## config.mk

```make
export PLATFORM = sky130hd
export DESIGN_NAME = pc_sequencer_flat
export DESIGN_NICKNAME = d
export VERILOG_FILES = /design/src/rtl/pc_seq_pkg.sv /design/src/rtl/pc_sequencer_if.sv /design/src/rtl/pc_ret_stack.sv /design/src/rtl/pc_sequencer.sv /design/src/flat_wrapper.sv
export SDC_FILE = /design/constraint.sdc
export NUM_CORES = 1
export LEC_CHECK = 0
export CORE_MARGIN = 8
export CORE_UTILIZATION = 39
export DETAILED_ROUTE_END_ITERATION = 7
export GPL_TIMING_DRIVEN = 0
export HOLD_SLACK_MARGIN = 0.12
export PLACE_DENSITY = 0.86
export SETUP_SLACK_MARGIN = 0.5
export SLEW_MARGIN = 30
export SYNTH_ARGS = -nofsm -noshare
export SYNTH_HDL_FRONTEND = slang
export SYNTH_SLANG_ARGS = --single-unit
```

## constraint.sdc

```tcl
create_clock -name clk -period 2 [get_ports clk]
set_input_delay 0.3 -clock clk [delete_from_list [all_inputs] [get_ports clk]]
set_output_delay 0.3 -clock clk [all_outputs]
set_load 0.1 [all_outputs]
```

## src/rtl/pc_seq_pkg.sv

```systemverilog
// pc_seq_pkg: shared types for the program-counter sequencer.
//   pc_state_e : sequencer FSM states (RUN, HALTED, FAULTED)
//   pc_sel_e   : next-PC source select, listed from highest to lowest priority
package pc_seq_pkg;

  typedef enum logic [1:0] {
    RUN     = 2'd0,
    HALTED  = 2'd1,
    FAULTED = 2'd2
  } pc_state_e;

  typedef enum logic [2:0] {
    SEL_RET  = 3'd0,
    SEL_CALL = 3'd1,
    SEL_JUMP = 3'd2,
    SEL_SKIP = 3'd3,
    SEL_INC  = 3'd4
  } pc_sel_e;

endpackage

```

## src/rtl/pc_sequencer_if.sv

```systemverilog
// pc_sequencer_if: decoder <-> PC sequencer bundle.
//   Controls (decoder drives): en, skip, jump, call, ret, target, halt, resume
//   Status (sequencer drives): address, halted, fault, stack_empty, stack_full
//   modport master : decoder / testbench side
//   modport slave  : pc_sequencer side
interface pc_sequencer_if #(
  parameter int unsigned ADDR_W = 5
) ();

  logic              en;
  logic              skip;
  logic              jump;
  logic              call;
  logic              ret;
  logic [ADDR_W-1:0] target;
  logic              halt;
  logic              resume;
  logic [ADDR_W-1:0] address;
  logic              halted;
  logic              fault;
  logic              stack_empty;
  logic              stack_full;

  modport master (
    output en, skip, jump, call, ret, target, halt, resume,
    input  address, halted, fault, stack_empty, stack_full
  );

  modport slave (
    input  en, skip, jump, call, ret, target, halt, resume,
    output address, halted, fault, stack_empty, stack_full
  );

endinterface

```

## src/rtl/pc_ret_stack.sv

```systemverilog
// pc_ret_stack: LIFO of return addresses, STACK_DEPTH entries of ADDR_W bits.
//   clk, rst  : clock, synchronous active-high reset (pointer and flags only)
//   i_push    : write i_data on top (caller guarantees not full)
//   i_pop     : discard top entry (caller guarantees not empty)
//   i_data    : address to push
//   o_top     : current top-of-stack entry (undefined while empty)
//   o_empty   : registered, high when no entries
//   o_full    : registered, high when STACK_DEPTH entries held
module pc_ret_stack #(
  parameter int unsigned ADDR_W      = 5,
  parameter int unsigned STACK_DEPTH = 4
) (
  input  logic              clk,
  input  logic              rst,
  input  logic              i_push,
  input  logic              i_pop,
  input  logic [ADDR_W-1:0] i_data,
  output logic [ADDR_W-1:0] o_top,
  output logic              o_empty,
  output logic              o_full
);

  localparam int unsigned SP_W  = $clog2(STACK_DEPTH + 1);
  localparam int unsigned IDX_W = (STACK_DEPTH > 1) ? $clog2(STACK_DEPTH) : 1;

  logic [ADDR_W-1:0] r_mem [STACK_DEPTH];
  logic [SP_W-1:0]   r_sp;
  logic              r_empty;
  logic              r_full;
  logic [IDX_W-1:0]  w_wr_idx;
  logic [IDX_W-1:0]  w_rd_idx;

  // r_sp points at the next free slot; the top entry sits one below it.
  assign w_wr_idx = IDX_W'(r_sp);
  assign w_rd_idx = IDX_W'(r_sp - SP_W'(1));

  always_ff @(posedge clk) begin
    if (i_push) begin
      r_mem[w_wr_idx] <= i_data;
    end
  end

  always_ff @(posedge clk) begin
    if (rst) begin
      r_sp    <= '0;
      r_empty <= 1'b1;
      r_full  <= 1'b0;
    end else if (i_push) begin
      r_sp    <= r_sp + SP_W'(1);
      r_empty <= 1'b0;
      r_full  <= (r_sp == SP_W'(STACK_DEPTH - 1));
    end else if (i_pop) begin
      r_sp    <= r_sp - SP_W'(1);
      r_full  <= 1'b0;
      r_empty <= (r_sp == SP_W'(1));
    end
  end

  assign o_top   = r_mem[w_rd_idx];
  assign o_empty = r_empty;
  assign o_full  = r_full;

endmodule

```

## src/rtl/pc_sequencer.sv

```systemverilog
// pc_sequencer: program counter and next-address logic for the fetch stage.
//   clk, rst : clock, synchronous active-high reset
//   bus      : pc_sequencer_if.slave (decoder controls in, PC/status out)
// Next PC by fixed priority ret > call > jump > skip > +1, with halt/resume
// control and a sticky fault on return-stack overflow/underflow.
// Build option: define PC_STACK_EN to include the return-address stack and
// call/ret; without it call acts as jump, ret is ignored, no faults occur.
module pc_sequencer
  import pc_seq_pkg::*;
#(
  parameter int unsigned       ADDR_W      = 5,
  parameter int unsigned       STACK_DEPTH = 4,
  parameter logic [ADDR_W-1:0] RESET_ADDR  = '0
) (
  input logic            clk,
  input logic            rst,
  pc_sequencer_if.slave  bus
);

  pc_state_e         r_state;
  logic [ADDR_W-1:0] r_pc;
  logic              r_halted;
  logic              r_fault;

  pc_sel_e           w_sel;
  logic              w_advance;
  logic              w_fault_req;
  logic [ADDR_W-1:0] w_pc_inc;
  logic [ADDR_W-1:0] w_pc_skip;
  logic [ADDR_W-1:0] w_pc_next;
  logic [ADDR_W-1:0] w_top;
  logic              w_empty;
  logic              w_full;

  // halt outranks en, so a request only acts when running and not halting.
  assign w_advance = (r_state == RUN) && !bus.halt && bus.en;
  assign w_pc_inc  = r_pc + ADDR_W'(1);
  assign w_pc_skip = r_pc + ADDR_W'(2);

  always_comb begin
    w_sel = SEL_INC;
`ifdef PC_STACK_EN
    if (bus.ret)       w_sel = SEL_RET;
    else if (bus.call) w_sel = SEL_CALL;
    else if (bus.jump) w_sel = SEL_JUMP;
    else if (bus.skip) w_sel = SEL_SKIP;
`else
    if (bus.call || bus.jump) w_sel = SEL_JUMP;
    else if (bus.skip)        w_sel = SEL_SKIP;
`endif
  end

  always_comb begin
    w_pc_next = w_pc_inc;
    unique case (w_sel)
      SEL_RET:            w_pc_next = w_top;
      SEL_CALL, SEL_JUMP: w_pc_next = bus.target;
      SEL_SKIP:           w_pc_next = w_pc_skip;
      default:            w_pc_next = w_pc_inc;
    endcase
  end

  assign w_fault_req = w_advance &&
                       (((w_sel == SEL_CALL) && w_full) ||
                        ((w_sel == SEL_RET)  && w_empty));

`ifdef PC_STACK_EN
  logic w_push;
  logic w_pop;

  assign w_push = w_advance && (w_sel == SEL_CALL) && !w_full;
  assign w_pop  = w_advance && (w_sel == SEL_RET)  && !w_empty;

  pc_ret_stack #(
    .ADDR_W      (ADDR_W),
    .STACK_DEPTH (STACK_DEPTH)
  ) u_stack (
    .clk     (clk),
    .rst     (rst),
    .i_push  (w_push),
    .i_pop   (w_pop),
    .i_data  (w_pc_inc),
    .o_top   (w_top),
    .o_empty (w_empty),
    .o_full  (w_full)
  );
`else
  localparam int unsigned unused_stack_depth = STACK_DEPTH;
  logic w_unused_ret;

  assign w_unused_ret = bus.ret;
  assign w_top        = '0;
  assign w_empty      = 1'b1;
  assign w_full       = 1'b0;
`endif

  always_ff @(posedge clk) begin
    if (rst) begin
      r_state  <= RUN;
      r_pc     <= RESET_ADDR;
      r_halted <= 1'b0;
      r_fault  <= 1'b0;
    end else begin
      unique case (r_state)
        RUN: begin
          if (bus.halt) begin
            r_state  <= HALTED;
            r_halted <= 1'b1;
          end else if (w_fault_req) begin
            r_state <= FAULTED;
            r_fault <= 1'b1;
          end else if (bus.en) begin
            r_pc <= w_pc_next;
          end
        end
        HALTED: begin
          if (bus.resume) begin
            r_state  <= RUN;
            r_halted <= 1'b0;
          end
        end
        FAULTED: begin
        end
        default: begin
          r_state <= RUN;
        end
      endcase
    end
  end

  assign bus.address     = r_pc;
  assign bus.halted      = r_halted;
  assign bus.fault       = r_fault;
  assign bus.stack_empty = w_empty;
  assign bus.stack_full  = w_full;

endmodule

```

## src/flat_wrapper.sv

```systemverilog
// flat-port wrapper written by rule: the top's interface ports become plain ports
module pc_sequencer_flat import pc_seq_pkg::*;
#(
  parameter int unsigned       ADDR_W      = 5,
  parameter int unsigned       STACK_DEPTH = 4,
  parameter logic [ADDR_W-1:0] RESET_ADDR  = '0
)
  (clk, rst, bus_en, bus_skip, bus_jump, bus_call, bus_ret, bus_target, bus_halt, bus_resume, bus_address, bus_halted, bus_fault, bus_stack_empty, bus_stack_full);
  pc_sequencer_if #(.ADDR_W(ADDR_W)) bus_i ();
  input logic clk;
  input logic rst;
  input wire logic [$bits(bus_i.en)-1:0] bus_en;
  input wire logic [$bits(bus_i.skip)-1:0] bus_skip;
  input wire logic [$bits(bus_i.jump)-1:0] bus_jump;
  input wire logic [$bits(bus_i.call)-1:0] bus_call;
  input wire logic [$bits(bus_i.ret)-1:0] bus_ret;
  input wire logic [$bits(bus_i.target)-1:0] bus_target;
  input wire logic [$bits(bus_i.halt)-1:0] bus_halt;
  input wire logic [$bits(bus_i.resume)-1:0] bus_resume;
  output wire logic [$bits(bus_i.address)-1:0] bus_address;
  output wire logic [$bits(bus_i.halted)-1:0] bus_halted;
  output wire logic [$bits(bus_i.fault)-1:0] bus_fault;
  output wire logic [$bits(bus_i.stack_empty)-1:0] bus_stack_empty;
  output wire logic [$bits(bus_i.stack_full)-1:0] bus_stack_full;
  assign bus_i.en = bus_en;
  assign bus_i.skip = bus_skip;
  assign bus_i.jump = bus_jump;
  assign bus_i.call = bus_call;
  assign bus_i.ret = bus_ret;
  assign bus_i.target = bus_target;
  assign bus_i.halt = bus_halt;
  assign bus_i.resume = bus_resume;
  assign bus_address = bus_i.address;
  assign bus_halted = bus_i.halted;
  assign bus_fault = bus_i.fault;
  assign bus_stack_empty = bus_i.stack_empty;
  assign bus_stack_full = bus_i.stack_full;
  pc_sequencer #(.ADDR_W(ADDR_W), .STACK_DEPTH(STACK_DEPTH), .RESET_ADDR(RESET_ADDR)) u_core (.clk(clk), .rst(rst), .bus(bus_i));
endmodule
```

==> results of run 1 <==
## cell type report
type / count / area [um2] / share of cell area (%)
timing repair buffer: 24 / 201.4 / 25.24
inverter: 3 / 11.26 / 1.411
clock buffer: 4 / 26.28 / 3.292
tap: 15 / 18.77 / 2.351
buffer: 4 / 23.77 / 2.978
sequential: 9 / 193.9 / 24.29
multi-input combinational: 46 / 322.8 / 40.44
## worst min-delay path by stage
stage | from | end | slack (ps) | depth (start not counted)
floorplan | bus_resume | u_core.r_state[0] | 420 | 1
global placement | u_core.bus.fault | u_core.bus.fault | 460 | 1
detailed placement | u_core.bus.fault | u_core.bus.fault | 480 | 1
CTS | rst | u_core.bus.address[0] | 410 | 2
global route | rst | u_core.bus.address[0] | 450 | 2
finish | rst | u_core.bus.address[0] | 400 | 2
## metrics by stage
| stage | util (%) | setup slack [ps] |
|---|---|---|
| after floorplan | - | 561.2 |
| after global placement | 57.55 | 184.6 |
| after detailed placement | 57.55 | 164.8 |
| after CTS | 61.73 | 488.7 |
| after global routing | 62.12 | 499.5 |
| final | 62.12 | 529.9 |
## cell families after synthesis
| kind of cell | synth area share, % |
|---|---|
| flip-flops | 34.20 |
| AO/OA/AOI/OAI | 31.83 |
| XOR/XNOR | 1.663 |
| AND/OR/NAND/NOR | 19.72 |
| other | 1.426 |
| adder cells (fa/ha/maj) | 4.750 |
| buffers and inverters | 6.413 |
## sequential cells by signal, summed over array words and instances, names as in the netlist
signal              flops
u_core.bus.address      5
u_core.r_state          2
u_core.bus.fault        1
u_core.bus.halted       1
## power by group through the flow
stage	Combinational (W)	Sequential (W)	Clock (W)
2_1_floorplan	0.0000565	0.000251	0
6_report	0.000161	0.000198	0.000144
4_1_cts	0.000158	0.000198	0.000148
5_1_grt	0.000170	0.000200	0.000157
3_5_place_dp	0.000154	0.000202	0
3_3_place_gp	0.000152	0.000202	0
## cells in the final DEF (no fill, tap or decap), types with 3 or more instances in the layout
cell             n
nor2_1           6
inv_1            3
clkbuf_4         3
o21ai_0          7
a21oi_1          3
dfxtp_1          4
clkdlybuf4s50_1  9
dfxtp_4          3
buf_4            8
buf_2            6
## routing by layer
metal / up-vias / global-route usage (%) / part of all wire, %
met3: 5 / 5.682 / 7.3
met5: - / 0 / 0
met1: 283 / 10.74 / 41
met2: 23 / 19.14 / 49
li1: 281 / - / -
met4: 0 / 6.466 / 2.2
## timing repair
action | 4_1_cts | 5_1_grt
endpoints found under the hold margin | 0 | 0
gates resized for setup | 24 | 14
setup buffers | 3 | 3
pin swaps | 1 | 0
setup endpoints to repair | 10 | 11
## synthesized netlist by cell type (all sizes together) (2+ instances only)
cell type	count
clkbuf	2
conb	2
a21oi	3
o21ai	9
ha	2
dfxtp	9
a22oi	2
inv	3
nor2	6
o31ai	2
buf	2
==> results.yml, run 1 <==
status:
  status: "completed"
critical_path:
  critical_path_depth: 6
  max_stage_delay_ps: 460
  criticalPathCategory: "in -> reg"
  start_kind: "input port"
  r2r-start: "u_core.bus.address[0]"
  reg2reg_slack_ps: 650
  crit_buf_inv: 2
  critical_path.top_delay_family: "buffers and inverters"
  r2r_cells: 5
  critPathMaxFanout: 6
  cp.required_ps: 2130
  worstSetupStartpoint: "bus_jump"
  r2r_end: "u_core.bus.address[4]"
  endpoint: "u_core.bus.address[1]"
  arrival_ps: 1600
  slowest_stage: "clkdlybuf4s50_1"
  endpoint_kind: "register"
  path_cells: "clkdlybuf4s50_1 -> or2_1 -> clkbuf_2 -> a211o_1 -> o21ai_0 -> a221oi_1"
placement:
  numPlacedInstances: 95
  port_buffers: 18
  dp_hpwl_mm: 1.044
  place_congestion: 0.8428
  placed_cell_area_um2: 739.5
synth:
  syn_avg_cell_area_um2: 8.496
  synth_area_leader_cell: "dfxtp_1"
  ys_seq_area_share_pct: 34.20
  syn_area_um2: 526.8
  ys_ff_latch: 9
  async_flop_share_pct: 0
  yosys.cell_types.count: 32
  synthTopCellsByArea: "dfxtp_1 34%, o21ai_0 6.7%, ha_1 4.8%"
  yosys.area.top_type_share_pct: 34.20
  syn_inst: 62
  synth_flop_cell: "dfxtp_1"
  yosys_warnings: 0
  syn_nets: 78
  synth_enable_flop_cells: 0
route:
  via_per_inst: 5.638
  drt_first_pass_iters: 4
  drc: 0
  wl_per_cell_um: 14.05
  drt-initial-drc-count: 14
  ant_nets: 0
  routed-via-count: 592
  wl_mm: 1.475
timing:
  worst_hold_slack_ps: 400.8
  setup_violations: 0
  hold_violations: 0
  min_period_over_period_pct: 73.51
  fmax_ghz: 0.6802
  finalCriticalPeriod_ps: 1470
  maxSlewViolCount: 0
  tightestPinTransition_ps: 544.6
  skew_ps: 3.616
  slew_headroom_pct: 63.86
  setup_tns_ps: 0
  rsz0062_at_grt: "false"
pwr:
  p_comb_share_pct: 32.0
  netSwitchingFraction_pct: 36.27
  ir_drop_mv: 0.3245
  p_per_area_nw_per_um2: 630.4
  seqPwrFrac_pct: 39.3
  power.internal_w: 0.0003207
  p_total_w: 0.0005032
  clockPowerShare_pct: 28.7
  switchingPower_w: 0.0001825
  leakage_nw: 0.3563
cts:
  cts.sinks: 9
  clockBufferDepth: 2
  clk_latency_ps: 270
  cts-buffers-inserted: 3
  htree_levels: 1
  cts_tree: "yes"
  cts_root_buf: "clkbuf_4"
  clkSlewWorstSetupHoldPaths_ps: 60
  cts_hold_buf: 0
grt:
  grt_pass1_vias: 566
  grt_pass1_wl_mm: 2.339
  antenna_found_initial: 0
  grt_max_degree: 11
  track_usage_pct: 11.31
  grt_overflow: 0
floorplan:
  io_pins: 23
  die-width_um: 52.75
  dieArea_um2: 2783
  core_area_um2: 1285
  die_h_um: 52.75
  initial_core_util_pct: 40.99
  rows: 13
layout:
  drive_gt1_share_pct: 31.11
  n_antenna_cell: 0
  nFillCells: 114
  stdcell_count: 105
  syn_to_final_growth_pct: 51.54
  final_area_um2: 798.3
  fin_nets: 107
run:
  maxCapViolCount: 0
hold_path:
  hp-class: "in -> reg"
No activity file was read; power rests on OpenSTA's default activity.
==> inputs of run 2 (changes only) <==
Clock period 2 ns to 1.45 ns, I/O delays scaled along.
==> run 2 against run 1 <==
  * Sequential cell count stayed put
  * Power is 48% higher
  * Utilization is 14 points higher
  * Die area stayed put
  * Critical endpoint is now u_core.bus.address[3]
  * Highest routed layer is now met3
==> results.yml, run 2 (synthesized netlist as in run 1, its figures left out) <==
cts:
  cts.sinks: 9
  cts-buffers-inserted: 3
  clkSlewWorstSetupHoldPaths_ps: 60
  cts_hold_buf: 0
  clk_latency_ps: 260
  cts_tree: "yes"
  cts_root_buf: "clkbuf_4"
  htree_levels: 1
  clockBufferDepth: 2
layout:
  syn_to_final_growth_pct: 85.27
  final_area_um2: 975.9
  mostFrequentLayoutCells: "8 x buf_4, 7 x clkdlybuf4s50_1, 7 x buf_12, 7 x dfxtp_4"
  multi_input_area_um2: 342.8
  largest_register_ffs: 5
  stdcell_count: 109
  nFillCells: 85
  fin_nets: 111
  final_common_cell: "buf_4"
  ff_latch_area_um2: 209.0
  n_antenna_cell: 0
  drive_gt1_share_pct: 39.36
placement:
  place_congestion: 0.8214
  placed_cell_area_um2: 773.2
  port_buffers: 18
  dp_hpwl_mm: 1.068
  numPlacedInstances: 95
grt:
  track_usage_pct: 11.60
  grt_pass1_vias: 572
  grt_pass1_wl_mm: 2.442
  grt_overflow: 0
  grt_max_degree: 11
  antenna_found_initial: 0
route:
  ant_nets: 0
  wl_mm: 1.691
  wl_met3_um: 102
  wl_per_cell_um: 15.51
  wl_met1_um: 678
  drt-initial-drc-count: 26
  routed-via-count: 589
  maxUsedRoutingLayer: "met3"
  drt_first_pass_iters: 4
  drc: 0
  wl_met2_um: 911
  via_per_inst: 5.404
critical_path:
  r2r_end: "u_core.bus.address[3]"
  path_cells: "nor4b_4 -> buf_6 -> a21bo_1 -> a22oi_1 -> nor2_1"
  criticalPathCategory: "reg -> reg"
  reg2reg_slack_ps: 150
  r2r_cells: 5
  critPathMaxFanout: 8
  arrival_ps: 1440
  start_kind: "register"
  r2r-start: "u_core.r_state[0]"
  max_stage_delay_ps: 350
  endpoint_kind: "register"
  slowest_stage: "dfxtp_4"
  cp.required_ps: 1590
timing:
  fmax_ghz: 0.7714
  maxSlewViolCount: 0
  finalCriticalPeriod_ps: 1296
  worst_hold_slack_ps: 317.5
  setup_violations: 0
  rsz0062_at_grt: "true"
  hold_violations: 0
  skew_ps: 1.347
  min_period_over_period_pct: 89.40
pwr:
  switchingPower_w: 0.0002659
  p_comb_share_pct: 36.7
  p_total_w: 0.0007465
  netSwitchingFraction_pct: 35.62
  p_per_area_nw_per_um2: 764.9
  seqPwrFrac_pct: 36.8
  power.internal_w: 0.0004806
  leakage_nw: 0.3924
  clockPowerShare_pct: 26.5
  ir_drop_mv: 0.5032
hold_path:
  hp-start: "rst"
  hold_depth: 2
  hp-class: "in -> reg"
  whs_endpoint: "u_core.bus.address[0]"
floorplan:
  dieArea_um2: 2783
  rows: 13
  die_h_um: 52.75
  initial_core_util_pct: 40.99
  die-width_um: 52.75
  core_area_um2: 1285
  io_pins: 23
status:
  status: "completed"
run:
  maxCapViolCount: 0
-- run 2: final cells by class --
| class | instances | share of cell area, % |
|---|---|---|
| Multi-Input combinational cell | 46 | 35.13 |
| Timing Repair Buffer | 28 | 34.36 |
| Tap cell | 15 | 1.923 |
| Buffer | 4 | 3.333 |
| Clock buffer | 4 | 2.692 |
| Inverter | 3 | 1.154 |
| Sequential cell | 9 | 21.41 |
-- run 2: worst max-delay path by stage --
stage	start	end	slack, ps	cells past startpoint
4_1_cts	u_core.r_state[0]	u_core.bus.address[3]	150	5
3_3_place_gp	bus_halt	u_core.bus.address[3]	-360	5
2_1_floorplan	u_core.bus.address[1]	u_core.bus.address[2]	60	4
6_report	u_core.r_state[0]	u_core.bus.address[3]	150	5
5_1_grt	u_core.r_state[0]	u_core.bus.address[3]	60	5
3_5_place_dp	bus_halt	u_core.bus.address[3]	-380	5
-- run 2: timing repair --
action | 4_1_cts | 5_1_grt
setup endpoints to repair | 14 | 14
pin swaps | 6 | 4
setup buffers | 8 | 2
resized for setup | 72 | 9
-- run 2: power groups by stage --
| stage | clock, W | combinational [W] | sequential, W |
|---|---|---|---|
| 2_1_floorplan | 0 | 0.0000804 | 0.000349 |
| 3_3_place_gp | 0 | 0.000213 | 0.000281 |
| 3_5_place_dp | 0 | 0.000216 | 0.000281 |
| 4_1_cts | 0.000198 | 0.000257 | 0.000273 |
| 5_1_grt | 0.000213 | 0.000289 | 0.000276 |
| 6_report | 0.000198 | 0.000274 | 0.000275 |
-- run 2: critical path, delay by kind of cell, from the launching register on --
| family | cells | cell delay (ps) |
|---|---|---|
| simple gates | 2 | 340 |
| buf+inv | 1 | 160 |
| compound gates | 2 | 330 |
| flops | 1 | 350 |
-- run 2: routing by layer --
| layer | GRT usage, % | vias to the layer above |
|---|---|---|
| met5 | 0 | - |
| li1 | - | 287 |
| met1 | 12.98 | 288 |
| met4 | 2.586 | 0 |
| met3 | 6.818 | 0 |
| met2 | 18.36 | 14 |
-- run 2: through the flow --
stage | TNS, ps | utilization, % | setup slack, ps
finish | 0 | 75.95 | 153.7
floorplan | 0 | - | 64.67
global placement | -3138 | 60.18 | -355.3
global route | 0 | 75.95 | 61.77
detailed placement | -3286 | 60.18 | -384.9
CTS | 0 | 72.64 | 149.9
==> inputs of run 3 (changes only) <==
Settings changed: HOLD_SLACK_MARGIN 0.12 to 0.08.
Clock period 1.45 ns to 1.3 ns, I/O delays scaled along.
==> run 3 against run 2 <==
  * The flow now finishes with violations (setup timing)
  * Die area unchanged
  * Sequential cell count unchanged
  * Global-route usage up 2.0 points
  * Combinational power up 17%
  * Non-clock buffer count up 6
  * Clock power up 9%
  * Critical path type unchanged
  * Critical endpoint unchanged
  * Largest power group is now combinational cells
==> results.yml, run 3 (synthesized netlist as in run 1, its figures left out) <==
floorplan:
  core_area_um2: 1285
  initial_core_util_pct: 40.99
  io_pins: 23
  die-width_um: 52.75
  die_h_um: 52.75
  rows: 13
  dieArea_um2: 2783
route:
  routed-via-count: 628
  ant_nets: 0
  drt_first_pass_iters: 4
  via_per_inst: 5.461
  drt-initial-drc-count: 16
  drc: 0
  wl_mm: 2.006
  wl_per_cell_um: 17.44
critical_path:
  crit_buf_inv: 1
  critical_path.top_delay_family: "flip-flops"
  start_kind: "register"
  r2r_end: "u_core.bus.address[3]"
  criticalPathCategory: "reg -> reg"
  slowest_stage: "dfxtp_4"
  reg2reg_slack_ps: -1
  r2r_cells: 5
  max_stage_delay_ps: 360
  path_cells: "nor4b_4 -> buf_4 -> a21bo_1 -> a22oi_2 -> nor2_1"
  endpoint_kind: "register"
  critPathMaxFanout: 4
  arrival_ps: 1430
  cp.required_ps: 1430
  r2r-start: "u_core.r_state[0]"
layout:
  n_antenna_cell: 0
  stdcell_count: 115
  largest_register_ffs: 5
  final_common_cell: "buf_4"
  final_area_um2: 1040
  mostFrequentLayoutCells: "15 x buf_4, 9 x dfxtp_4, 7 x clkdlybuf4s50_1, 7 x buf_12"
  fin_nets: 117
  nFillCells: 83
  drive_gt1_share_pct: 47.00
  syn_to_final_growth_pct: 97.39
cts:
  clockBufferDepth: 2
  clk_latency_ps: 260
  cts.sinks: 9
  htree_levels: 1
  cts-buffers-inserted: 3
  clkSlewWorstSetupHoldPaths_ps: 60
  cts_tree: "yes"
  cts_root_buf: "clkbuf_4"
  cts_hold_buf: 0
placement:
  dp_hpwl_mm: 1.022
  port_buffers: 18
  placed_cell_area_um2: 779.5
  numPlacedInstances: 95
  place_congestion: 0.7996
timing:
  skew_ps: 6.622
  hold_violations: 0
  fmax_ghz: 0.7685
  setup_tns_ps: -1.236
  setup_violations: 1
  min_period_over_period_pct: 100.1
  finalCriticalPeriod_ps: 1301
  maxSlewViolCount: 0
  rsz0062_at_grt: "true"
  fin_ws_ps: -1.236
hold_path:
  whs_endpoint: "u_core.bus.address[3]"
  hp-class: "in -> reg"
  hold_depth: 2
  hp-start: "rst"
grt:
  track_usage_pct: 13.55
  grt_pass1_wl_mm: 2.822
  grt_pass1_vias: 627
  grt_max_degree: 11
  grt_overflow: 0
  antenna_found_initial: 0
status:
  status: "complete, but fails checks"
  violations: "setup timing"
pwr:
  p_total_w: 0.0008422
  leakage_nw: 0.4225
  ir_drop_mv: 0.4724
  p_per_area_nw_per_um2: 810.0
run:
  maxCapViolCount: 0
==> run 3: timing repair <==
item                                    in CTS  in global routing
buffers inserted                            10                  6
pin swaps                                    5                  5
gates resized for setup                     71                 11
endpoints found under the setup margin      14                 15
==> run 3: final cells by class <==
class                      instances  area [um2]  share of cell area [%]
timing repair buffer              34       376.6                   36.22
multi-input combinational         46       360.3                   34.66
sequential                         9       214.0                   20.58
buffer                             4       32.53                   3.129
clock buffer                       4       26.28                   2.527
tap                               15       18.77                   1.805
inverter                           3       11.26                   1.083
==> run 3: worst max-delay path by stage <==
stage               slack (ps)                   from  depth (start not counted)               endpoint
finish                      -1      u_core.r_state[0]                          5  u_core.bus.address[3]
global route               -80      u_core.r_state[0]                          5  u_core.bus.address[3]
CTS                          8      u_core.r_state[1]                          5  u_core.bus.address[3]
detailed placement        -490               bus_halt                          5  u_core.bus.address[3]
global placement          -460               bus_halt                          5  u_core.bus.address[3]
floorplan                  -90  u_core.bus.address[1]                          4  u_core.bus.address[2]
==> run 3: metal layers <==
layer  vias to the layer above  wire length [um]  track usage, %
li1                        301                 -               -
met1                       292               763           13.24
met2                        27              1039           23.83
met3                         8               145           6.534
met4                         0                57           5.172
met5                         -                 0               0
==> run 3: per-stage QoR <==
step                hold slack [ps]  worst slack, ps  util (%)
global route                  322.0           -79.18     80.92
floorplan                     304.0           -85.33         -
finish                        327.0           -1.236     80.92
detailed placement            465.3           -493.8     60.66
global placement              461.0           -463.2     60.66
CTS                           301.9            8.258     74.29
==> run 3: where the power goes <==
part / switching (W) / total, W / internal, W
Combinational: 0.000180 / 0.000321 / 0.000141
Clock: 0.0000982 / 0.000216 / 0.000118
Sequential: 0.0000236 / 0.000304 / 0.000281
